$ cat src/rtl/bus_pkg.sv
// rtl/bus_pkg.sv - shared types and constants for the data bus fabric
// Holds the access FSM state enum, fault cause bit positions, fault register
// offsets and the default base address of the fault register window.
package bus_pkg;

  typedef enum logic [1:0] {
    IDLE   = 2'd0,
    ACCESS = 2'd1,
    RESP   = 2'd2
  } bus_state_e;

  // Fault cause register bit positions
  localparam int CAUSE_W        = 3;
  localparam int CAUSE_UNMAPPED = 0;
  localparam int CAUSE_TIMEOUT  = 1;
  localparam int CAUSE_OVERRUN  = 2;

  // Byte offsets inside the 8-byte fault register window
  localparam logic [2:0] OFF_FAULT_ADDR  = 3'd0;
  localparam logic [2:0] OFF_FAULT_CAUSE = 3'd4;

  localparam logic [31:0] DEFAULT_FAULT_BASE = 32'hFFFF_FFF0;

endpackage

$ cat src/rtl/data_bus_fabric_if.sv
// rtl/data_bus_fabric_if.sv - master-side and slave-side bus signals of the fabric
// Ports (signals): m_req/m_addr/m_wdata/m_wstrb from the CPU data port,
// m_ready/m_rdata/m_err back to it; s_req/s_addr/s_wdata/s_wstrb to the
// peripherals, s_ready/s_rdata from them; fault_irq to the PLIC.
// Modport slave is the fabric's view, modport master the surrounding system's.
interface data_bus_fabric_if #(
  parameter int SLAVES = 8,
  parameter int ADDR_W = 32,
  parameter int DATA_W = 32
);
  localparam int STRB_W = DATA_W / 8;

  logic                     m_req;
  logic [ADDR_W-1:0]        m_addr;
  logic [DATA_W-1:0]        m_wdata;
  logic [STRB_W-1:0]        m_wstrb;
  logic                     m_ready;
  logic [DATA_W-1:0]        m_rdata;
  logic                     m_err;
  logic [SLAVES-1:0]        s_req;
  logic [ADDR_W-1:0]        s_addr;
  logic [DATA_W-1:0]        s_wdata;
  logic [STRB_W-1:0]        s_wstrb;
  logic [SLAVES-1:0]        s_ready;
  logic [SLAVES*DATA_W-1:0] s_rdata;
  logic                     fault_irq;

  modport slave (
    input  m_req, m_addr, m_wdata, m_wstrb, s_ready, s_rdata,
    output m_ready, m_rdata, m_err, s_req, s_addr, s_wdata, s_wstrb, fault_irq
  );

  modport master (
    output m_req, m_addr, m_wdata, m_wstrb, s_ready, s_rdata,
    input  m_ready, m_rdata, m_err, s_req, s_addr, s_wdata, s_wstrb, fault_irq
  );

endinterface

$ cat src/rtl/bus_addr_decoder.sv
// rtl/bus_addr_decoder.sv - base/mask slave window match with priority encode
// Ports: m_addr (in) address to decode; hit (out) some slot matched;
// sel (out) lowest matching slot index; fault_hit (out) address lies in the
// 8-byte fault register window, which outranks every slot.
module bus_addr_decoder
  import bus_pkg::*;
#(
  parameter int                     SLAVES     = 8,
  parameter int                     ADDR_W     = 32,
  parameter int                     SEL_W      = 3,
  parameter logic [SLAVES*ADDR_W-1:0] SLAVE_BASE = '0,
  parameter logic [SLAVES*ADDR_W-1:0] SLAVE_MASK = '0,
  parameter logic [ADDR_W-1:0]      FAULT_BASE = ADDR_W'(DEFAULT_FAULT_BASE)
) (
  input  logic [ADDR_W-1:0] m_addr,
  output logic              hit,
  output logic [SEL_W-1:0]  sel,
  output logic              fault_hit
);

  // Walk from the top slot down so the lowest matching index is the last write
  always_comb begin
    hit = 1'b0;
    sel = '0;
    for (int i = SLAVES - 1; i >= 0; i--) begin
      if ((m_addr & SLAVE_MASK[i*ADDR_W +: ADDR_W]) ==
          (SLAVE_BASE[i*ADDR_W +: ADDR_W] & SLAVE_MASK[i*ADDR_W +: ADDR_W])) begin
        hit = 1'b1;
        sel = SEL_W'(i);
      end
    end
  end

  assign fault_hit = (m_addr[ADDR_W-1:3] == FAULT_BASE[ADDR_W-1:3]);

endmodule

$ cat src/rtl/data_bus_fabric.sv
// rtl/data_bus_fabric.sv - data-side bus fabric with slave windows, wait states, watchdog and fault record
// Ports: sys_clk system clock; rst asynchronous active-high reset;
// bus (slave modport) carries the CPU request/response and the shared
// peripheral request bus plus the fault interrupt line.
module data_bus_fabric
  import bus_pkg::*;
#(
  parameter int                       SLAVES     = 8,
  parameter int                       ADDR_W     = 32,
  parameter int                       DATA_W     = 32,
  parameter logic [SLAVES*ADDR_W-1:0] SLAVE_BASE = '0,
  parameter logic [SLAVES*ADDR_W-1:0] SLAVE_MASK = '0,
  parameter logic [ADDR_W-1:0]        FAULT_BASE = ADDR_W'(DEFAULT_FAULT_BASE),
  parameter int                       TIMEOUT    = 255
) (
  input  logic           sys_clk,
  input  logic           rst,
  data_bus_fabric_if.slave bus
);

  localparam int STRB_W = DATA_W / 8;
  localparam int SEL_W  = (SLAVES > 1) ? $clog2(SLAVES) : 1;
  localparam int CNT_W  = (TIMEOUT >= 1) ? $clog2(TIMEOUT + 1) : 1;
  localparam logic [CNT_W-1:0] TIMEOUT_C = CNT_W'(TIMEOUT);

  bus_state_e         state_q, state_d;
  logic [SEL_W-1:0]   sel_q, sel_d;
  logic [SLAVES-1:0]  s_req_q, s_req_d;
  logic [ADDR_W-1:0]  s_addr_q, s_addr_d;
  logic [DATA_W-1:0]  s_wdata_q, s_wdata_d;
  logic [STRB_W-1:0]  s_wstrb_q, s_wstrb_d;
  logic [CNT_W-1:0]   cnt_q, cnt_d;
  logic [DATA_W-1:0]  m_rdata_q, m_rdata_d;
  logic               m_err_q, m_err_d;
  logic [ADDR_W-1:0]  f_addr_q, f_addr_d;
  logic [CAUSE_W-1:0] f_cause_q, f_cause_d;
  logic               fault_irq_q;

  logic               dec_hit, dec_fault_hit;
  logic [SEL_W-1:0]   dec_sel;
  logic               fault_now;
  logic [CAUSE_W-1:0] fault_bit;
  logic [ADDR_W-1:0]  fault_at;

  bus_addr_decoder #(
    .SLAVES     (SLAVES),
    .ADDR_W     (ADDR_W),
    .SEL_W      (SEL_W),
    .SLAVE_BASE (SLAVE_BASE),
    .SLAVE_MASK (SLAVE_MASK),
    .FAULT_BASE (FAULT_BASE)
  ) u_dec (
    .m_addr    (bus.m_addr),
    .hit       (dec_hit),
    .sel       (dec_sel),
    .fault_hit (dec_fault_hit)
  );

  always_comb begin
    state_d   = state_q;
    sel_d     = sel_q;
    s_req_d   = s_req_q;
    s_addr_d  = s_addr_q;
    s_wdata_d = s_wdata_q;
    s_wstrb_d = s_wstrb_q;
    cnt_d     = cnt_q;
    m_rdata_d = '0;
    m_err_d   = 1'b0;
    f_addr_d  = f_addr_q;
    f_cause_d = f_cause_q;
    fault_now = 1'b0;
    fault_bit = '0;
    fault_at  = '0;

    case (state_q)
      IDLE: begin
        if (bus.m_req) begin
          if (dec_fault_hit) begin
            state_d = RESP;
            if (bus.m_wstrb == '0) begin
              if (bus.m_addr[2:0] == OFF_FAULT_ADDR) begin
                m_rdata_d = DATA_W'(f_addr_q);
              end else if (bus.m_addr[2:0] == OFF_FAULT_CAUSE) begin
                m_rdata_d = DATA_W'(f_cause_q);
              end
            end else if (bus.m_addr[2:0] == OFF_FAULT_CAUSE) begin
              f_addr_d  = '0;
              f_cause_d = '0;
            end
          end else if (dec_hit) begin
            state_d          = ACCESS;
            sel_d            = dec_sel;
            s_req_d          = '0;
            s_req_d[dec_sel] = 1'b1;
            s_addr_d         = bus.m_addr;
            s_wdata_d        = bus.m_wdata;
            s_wstrb_d        = bus.m_wstrb;
            cnt_d            = '0;
          end else begin
            state_d                   = RESP;
            m_err_d                   = 1'b1;
            fault_now                 = 1'b1;
            fault_bit[CAUSE_UNMAPPED] = 1'b1;
            fault_at                  = bus.m_addr;
          end
        end
      end
      ACCESS: begin
        // A ready on the same cycle the count hits the limit still completes cleanly
        if (bus.s_ready[sel_q]) begin
          state_d   = RESP;
          s_req_d   = '0;
          m_rdata_d = bus.s_rdata[int'(sel_q)*DATA_W +: DATA_W];
        end else if (TIMEOUT != 0 && cnt_q == TIMEOUT_C) begin
          state_d                  = RESP;
          s_req_d                  = '0;
          m_err_d                  = 1'b1;
          fault_now                = 1'b1;
          fault_bit[CAUSE_TIMEOUT] = 1'b1;
          fault_at                 = s_addr_q;
        end else if (cnt_q != '1) begin
          cnt_d = cnt_q + 1'b1;
        end
      end
      RESP: begin
        state_d = IDLE;
      end
      default: begin
        state_d = IDLE;
      end
    endcase

    // First fault owns the address; later ones only accumulate cause bits
    if (fault_now) begin
      if (f_cause_q == '0) begin
        f_addr_d  = fault_at;
        f_cause_d = fault_bit;
      end else begin
        f_cause_d                = f_cause_q | fault_bit;
        f_cause_d[CAUSE_OVERRUN] = 1'b1;
      end
    end
  end

  always_ff @(posedge sys_clk or posedge rst) begin
    if (rst) begin
      state_q     <= IDLE;
      sel_q       <= '0;
      s_req_q     <= '0;
      s_addr_q    <= '0;
      s_wdata_q   <= '0;
      s_wstrb_q   <= '0;
      cnt_q       <= '0;
      m_rdata_q   <= '0;
      m_err_q     <= 1'b0;
      f_addr_q    <= '0;
      f_cause_q   <= '0;
      fault_irq_q <= 1'b0;
    end else begin
      state_q     <= state_d;
      sel_q       <= sel_d;
      s_req_q     <= s_req_d;
      s_addr_q    <= s_addr_d;
      s_wdata_q   <= s_wdata_d;
      s_wstrb_q   <= s_wstrb_d;
      cnt_q       <= cnt_d;
      m_rdata_q   <= m_rdata_d;
      m_err_q     <= m_err_d;
      f_addr_q    <= f_addr_d;
      f_cause_q   <= f_cause_d;
      fault_irq_q <= |f_cause_q;
    end
  end

  assign bus.m_ready   = (state_q == RESP);
  assign bus.m_rdata   = m_rdata_q;
  assign bus.m_err     = m_err_q;
  assign bus.s_req     = s_req_q;
  assign bus.s_addr    = s_addr_q;
  assign bus.s_wdata   = s_wdata_q;
  assign bus.s_wstrb   = s_wstrb_q;
  assign bus.fault_irq = fault_irq_q;

endmodule

$ cat src/flat_wrapper.sv
// flat-port wrapper written by rule: the top's interface ports become plain ports
module data_bus_fabric_flat import bus_pkg::*;
#(
  parameter int                       SLAVES     = 8,
  parameter int                       ADDR_W     = 32,
  parameter int                       DATA_W     = 32,
  parameter logic [SLAVES*ADDR_W-1:0] SLAVE_BASE = '0,
  parameter logic [SLAVES*ADDR_W-1:0] SLAVE_MASK = '0,
  parameter logic [ADDR_W-1:0]        FAULT_BASE = ADDR_W'(DEFAULT_FAULT_BASE),
  parameter int                       TIMEOUT    = 255
)
  (sys_clk, rst, bus_m_req, bus_m_addr, bus_m_wdata, bus_m_wstrb, bus_s_ready, bus_s_rdata, bus_m_ready, bus_m_rdata, bus_m_err, bus_s_req, bus_s_addr, bus_s_wdata, bus_s_wstrb, bus_fault_irq);
  data_bus_fabric_if #(.SLAVES(SLAVES), .ADDR_W(ADDR_W), .DATA_W(DATA_W)) bus_i ();
  input  logic sys_clk;
  input  logic rst;
  input wire logic [$bits(bus_i.m_req)-1:0] bus_m_req;
  input wire logic [$bits(bus_i.m_addr)-1:0] bus_m_addr;
  input wire logic [$bits(bus_i.m_wdata)-1:0] bus_m_wdata;
  input wire logic [$bits(bus_i.m_wstrb)-1:0] bus_m_wstrb;
  input wire logic [$bits(bus_i.s_ready)-1:0] bus_s_ready;
  input wire logic [$bits(bus_i.s_rdata)-1:0] bus_s_rdata;
  output wire logic [$bits(bus_i.m_ready)-1:0] bus_m_ready;
  output wire logic [$bits(bus_i.m_rdata)-1:0] bus_m_rdata;
  output wire logic [$bits(bus_i.m_err)-1:0] bus_m_err;
  output wire logic [$bits(bus_i.s_req)-1:0] bus_s_req;
  output wire logic [$bits(bus_i.s_addr)-1:0] bus_s_addr;
  output wire logic [$bits(bus_i.s_wdata)-1:0] bus_s_wdata;
  output wire logic [$bits(bus_i.s_wstrb)-1:0] bus_s_wstrb;
  output wire logic [$bits(bus_i.fault_irq)-1:0] bus_fault_irq;
  assign bus_i.m_req = bus_m_req;
  assign bus_i.m_addr = bus_m_addr;
  assign bus_i.m_wdata = bus_m_wdata;
  assign bus_i.m_wstrb = bus_m_wstrb;
  assign bus_i.s_ready = bus_s_ready;
  assign bus_i.s_rdata = bus_s_rdata;
  assign bus_m_ready = bus_i.m_ready;
  assign bus_m_rdata = bus_i.m_rdata;
  assign bus_m_err = bus_i.m_err;
  assign bus_s_req = bus_i.s_req;
  assign bus_s_addr = bus_i.s_addr;
  assign bus_s_wdata = bus_i.s_wdata;
  assign bus_s_wstrb = bus_i.s_wstrb;
  assign bus_fault_irq = bus_i.fault_irq;
  data_bus_fabric #(.SLAVES(SLAVES), .ADDR_W(ADDR_W), .DATA_W(DATA_W), .SLAVE_BASE(SLAVE_BASE), .SLAVE_MASK(SLAVE_MASK), .FAULT_BASE(FAULT_BASE), .TIMEOUT(TIMEOUT)) u_core (.sys_clk(sys_clk), .rst(rst), .bus(bus_i));
endmodule
$ cat config.mk
export PLATFORM = sky130hd
export DESIGN_NAME = data_bus_fabric_flat
export DESIGN_NICKNAME = d
export VERILOG_FILES = /design/src/rtl/bus_pkg.sv /design/src/rtl/data_bus_fabric_if.sv /design/src/rtl/bus_addr_decoder.sv /design/src/rtl/data_bus_fabric.sv /design/src/flat_wrapper.sv
export SDC_FILE = /design/constraint.sdc
export NUM_CORES = 1
export LEC_CHECK = 0
export ABC_AREA = 1
export CAP_MARGIN = 20
export CORE_AREA = 3 3 170 172
export CTS_CLUSTER_DIAMETER = 50
export DETAILED_ROUTE_END_ITERATION = 8
export DIE_AREA = 0 0 173 175
export PLACE_DENSITY = 0.6
export SLEW_MARGIN = 40
export SYNTH_ARGS = -nofsm -noshare
export SYNTH_HDL_FRONTEND = slang
export SYNTH_SLANG_ARGS = --single-unit
$ cat constraint.sdc
create_clock -name sys_clk -period 6.3 [get_ports sys_clk]
set_clock_uncertainty 0.15 [all_clocks]
set_input_delay 1.26 -clock sys_clk [delete_from_list [all_inputs] [get_ports sys_clk]]
set_output_delay 1.26 -clock sys_clk [all_outputs]
set_load 0.05 [all_outputs]
# After elaboration in Yosys (flattened, before gate mapping)
# Cells that the tools add are included.
# word_totals
word_cells,85
ff_bits,155
output_inout_bits,111
inputBits,335
# classes
eq_ne,13
reduce_logical,15
add_sub_neg,1
mux,43
bitwise,2
# ops
operator,n
$mux W32,15
$mux W8,9
$pmux W32 S2,1
$pmux W8 S2,2
$eq A29 B29 Y1 const B,1
$mux W3,8
$reduce_bool A2 Y1,5
$add A8 B1 Y8 const B,1
$eq A8 B8 Y1 const B,1
$mux W2,4
$ne A2 B2 Y1 const B,4
$ne A8 B8 Y1 const B,1
$logic_not A3 Y1,2
$reduce_and A6 Y1,1
$reduce_and A5 Y1,1
$logic_not A4 Y1,1
$ne A2 B1 Y1 const B,2
$pmux W2 S2,1
$reduce_and A4 Y1,1
$eq A3 B3 Y1 const B,1
$mux W1,3
$ne A3 B1 Y1 const B,1
$reduce_and A3 Y1,1
$reduce_or A3 Y1,1
other kinds (6),6

# Longest topological paths before layout
# depth
ltp_word,8
mapped_depth,10
ltp_nobuf,9

# Cells and area by module
# From an unflattened synthesis, not the netlist that was laid out.
# unflattened
hier_cells,1271
area_unflattened_um2,9352.7
# modules_own_cells
module,cells_per_inst,seq_area_each_um2,area_per_inst_um2,n_inst
data_bus_fabric,1233,3953.8,9188.8,1
bus_addr_decoder,38,0.0,163.9,1

# Least setup slack after synthesis
# Ideal clock, no wire load.
# synth_path
kind,flip-flop to output port
startpoint,register u_core.state_q[0]
endpoint,output bus_m_ready
path_buffers,0
arrival_time_ns,1.048
required_ns,4.890
setup_slack_ns,3.842
path_stages_with_launch,2
path_cell_list,dfrtp_1 -> nor2_1
# synth_via
elab_chain_len,1
# synth_lines
item,line_no,source
"start, declared",data_bus_fabric.sv:26,"bus_state_e state_q, state_d;"
"start signal, assigned",data_bus_fabric.sv:160,state_q <= state_d;
$eq A2 B2 Y1,data_bus_fabric.sv:175,assign bus.m_ready = (state_q == RESP);
"end, declared",flat_wrapper.sv:22,output wire logic [$bits(bus_i.m_ready)-1:0] bus_m_ready;
# No other way between the ends.

# Final worst setup path
# layout_path
startpoint,input bus_m_addr[24]
endpoint,"register u_core.m_rdata_q[6], in the netlist u_core.bus.m_rdata[6]"
# layout_via
elab_chain_len,4
# layout_lines
item,line_no,source
"start, declared",flat_wrapper.sv:17,input wire logic [$bits(bus_i.m_addr)-1:0] bus_m_addr;
$eq A29 B29 Y1,bus_addr_decoder.sv:34,assign fault_hit = (m_addr[ADDR_W-1:3] == FAULT_BASE[ADDR_W-1:3]);
$mux W32,data_bus_fabric.sv:78,if (dec_fault_hit) begin
$mux W32,data_bus_fabric.sv:77,if (bus.m_req) begin
$pmux W32 S2,data_bus_fabric.sv:75,case (state_q)
named net u_core.m_rdata_d[6],data_bus_fabric.sv:33,"logic [DATA_W-1:0] m_rdata_q, m_rdata_d;"
"end signal, assigned",data_bus_fabric.sv:167,m_rdata_q <= m_rdata_d;
"end, declared",data_bus_fabric.sv:33,
# The timed path passes the listed nets, and every way through them passes these cells.
# A chain may end at the register's enable or synchronous reset.

==> metrics.txt <==
status complete, no violations; max_cap viols 0; share of layout cells above drive strength 1 under 10%; Max Slew Vio Count 0; IO Count 446; post_cts resized 0; placed cell area just under 9000 um2; post-route ant nets 0; hpwl dp 13900 um; count of different cell masters after synthesis 28; final wirelength slightly above 20000 um; fin worst setup slack 2.94 ns; Post-CTS Setup Bufs 0; Die ar. just over 30000 um2; crit share post-route 53.4%; Critical Path AT 3.57 ns; crit end category register; multi-input logic area approximately 2400 um2; I/O Buffers 207; DR DRC count 0; final instance area ~9500 um2; worst slew pin tran 0.726 ns; cell count after synthesis 800; pwr/cell area 472 nW/um2; Synth warnings 0; Post-Synthesis Cell Area between 6000 and 7000 um2; crit-path max FO 66; pre-CTS setup slack ~2.4 ns; Synth Register Bits 147; Final GP Congestion ~0.8; CTS max path bufs 2; commonest cells after routing, fill and taps aside nand2_1 (375), clkdlybuf4s50_1 (207), dfrtp_1 (147); Worst Setup Start Kind input pin; Die Y ~180 um; WP data required between 6 and 7 ns; n_diodes 0; largest net degree at the start of global routing a little over 80; Initial DRT Pass Iterations 4; vias in the first global route ~5.7k; Max Fclk around 300 MHz; first-pass GRT wire length 32100 um; setup TNS 0 ns; Initial Utilization a little under a quarter; CTS Sinks 147; # rows a little over 60; WS Path Type in2reg; initial DRC count 275; wire per inst about 15 um; CTS Buf Count 17; Post-Syn Area per Cell a little over 8 um2; GRT Util Overall 13.5%; Die Wd 173 um; fin util around a third; slew margin rel. just over 50%; Final #Nets 1329; Hold Violations, Final 0; CTS H-tree depth 4; CTS tree done; initial antenna violation count 0; Final Setup Violations 0; Final Critical Period around 3.4 ns; synth-to-layout area growth 45.4%; CTS clk-pin slew, worst paths roughly 0.060 ns; Hold Buf Count CTS 0; Hold/Removal Path Class reg2reg; later-pin clock latency in the skew report roughly 0.42 ns; most common cell after layout, fill and taps aside nand2_1; via count ~5.6k; P_leak 0.00481 uW; Core Area 27600 um2; hold_ws 0.317 ns; Root Buffer clkbuf_16; sequential area share after synthesis a little under three fifths; vias per inst about 4; Reg area roughly 3700 um2; unrepaired setup endpoints after global routing no; fill count between 2k and 3k; gr ovfl total 0; VDD IR-drop max approximately 0.23 mV
through the flow:
stage / total power, uW / instances
after floorplan: 2710 / 806
after global placement: 3460 / 1351
after detailed placement: 3480 / 1351
after CTS: 4540 / 1383
after global routing: 4720 / 1384
final: 4470 / 1384
layer usage:
metal | track usage, % | vias up | share of wire, % | wire length [um]
li1 | - | 2853 | - | -
met2 | 22.5 | 171 | 48 | 9660
met3 | 4.56 | 20 | 7.4 | 1480
met1 | 16.5 | 2605 | 43 | 8650
met5 | 0 | - | 0 | 0
met4 | 4.22 | 0 | 1.7 | 337
worst max-delay path, stage by stage:
cell,delay [ns]
clkdlybuf4s50_1,0.48
nand2_1,0.06
nor2_1,0.16
nand2_1,0.11
nor2_2,0.24
nand2_2,0.14
buf_4,0.37
nor2_2,0.16
buf_4,0.33
nand2_1,0.15
nand2_1,0.09
final timing paths:
path | slack [ns] | depth (start not counted) | from | to
max | 2.94 | 11 | bus_m_addr[24] | u_core.bus.m_rdata[6]$_DFF_PP0_
min | 0.32 | 2 | u_core.f_addr_q[16]$_DFF_PP0_ | u_core.bus.m_rdata[16]$_DFF_PP0_
max reg2reg | 4.12 | 8 | u_core.state_q[1]$_DFFE_PP0P_ | u_core.f_addr_q[31]$_DFF_PP0_
min reg2reg | 0.32 | 2 | u_core.f_addr_q[16]$_DFF_PP0_ | u_core.bus.m_rdata[16]$_DFF_PP0_
max in group asynchronous | 3.76 | 3 | rst | u_core.bus.s_wdata[30]$_DFFE_PP0P_
min in group asynchronous | 1.13 | 2 | rst | u_core.f_addr_q[20]$_DFF_PP0_
sequential cells by signal (all words and copies together), names as in the netlist:
name and cells:
u_core.bus.m_rdata 32, u_core.f_cause_q 2, u_core.bus.s_req 1, u_core.bus.s_addr 32, u_core.bus.fault_irq 1, u_core.bus.s_wstrb 4, u_core.state_q 2, u_core.cnt_q 8
u_core.f_addr_q 32, u_core.bus.s_wdata 32, u_core.bus.m_err 1
cell usage after synthesis (all sizes together):
| cell type | count | area, um2 |
|---|---|---|
| buf | 45 | 304 |
| nor3b | 1 | 7.51 |
| nor3 | 1 | 5.00 |
| conb | 1 | 3.75 |
| nand3b | 1 | 7.51 |
| o21ai | 9 | 45.0 |
| ha | 1 | 12.5 |
| clkbuf | 3 | 11.3 |
| nor2 | 32 | 150 |
| dfrtp | 147 | 3680 |
| xnor2 | 1 | 8.76 |
| inv | 53 | 199 |
| nand3 | 120 | 601 |
| xor2 | 1 | 8.76 |
| a21oi | 1 | 5.00 |
| nand2 | 379 | 1440 |
| nand4 | 2 | 18.8 |
| o21bai | 2 | 15.0 |
layout make-up:
cell class	count	area share, %
inverter	53	2.15
multi-input combinational	558	25.0
clock inverter	13	1.70
tap	378	4.99
clock buffer	19	4.57
timing repair buffer	216	22.8
sequential	147	38.8
power by group:
part,internal [uW],switching [uW],total [uW]
clock,621,413,1030
sequential,1210,185,1390
combinational,625,1420,2050
kinds of logic after synthesis:
group                      after synthesis  synth area share (%)
buffers and inverters                  101                  7.89
and+or+nand+nor                        536                  34.2
adders and majority gates                1                 0.192
xor gates and xnor gates                 2                 0.269
other                                    1                0.0575
AOI/OAI and AO/OA                       12                 0.998
DFF                                    147                  56.4
Power figures use the tool's default switching activity.
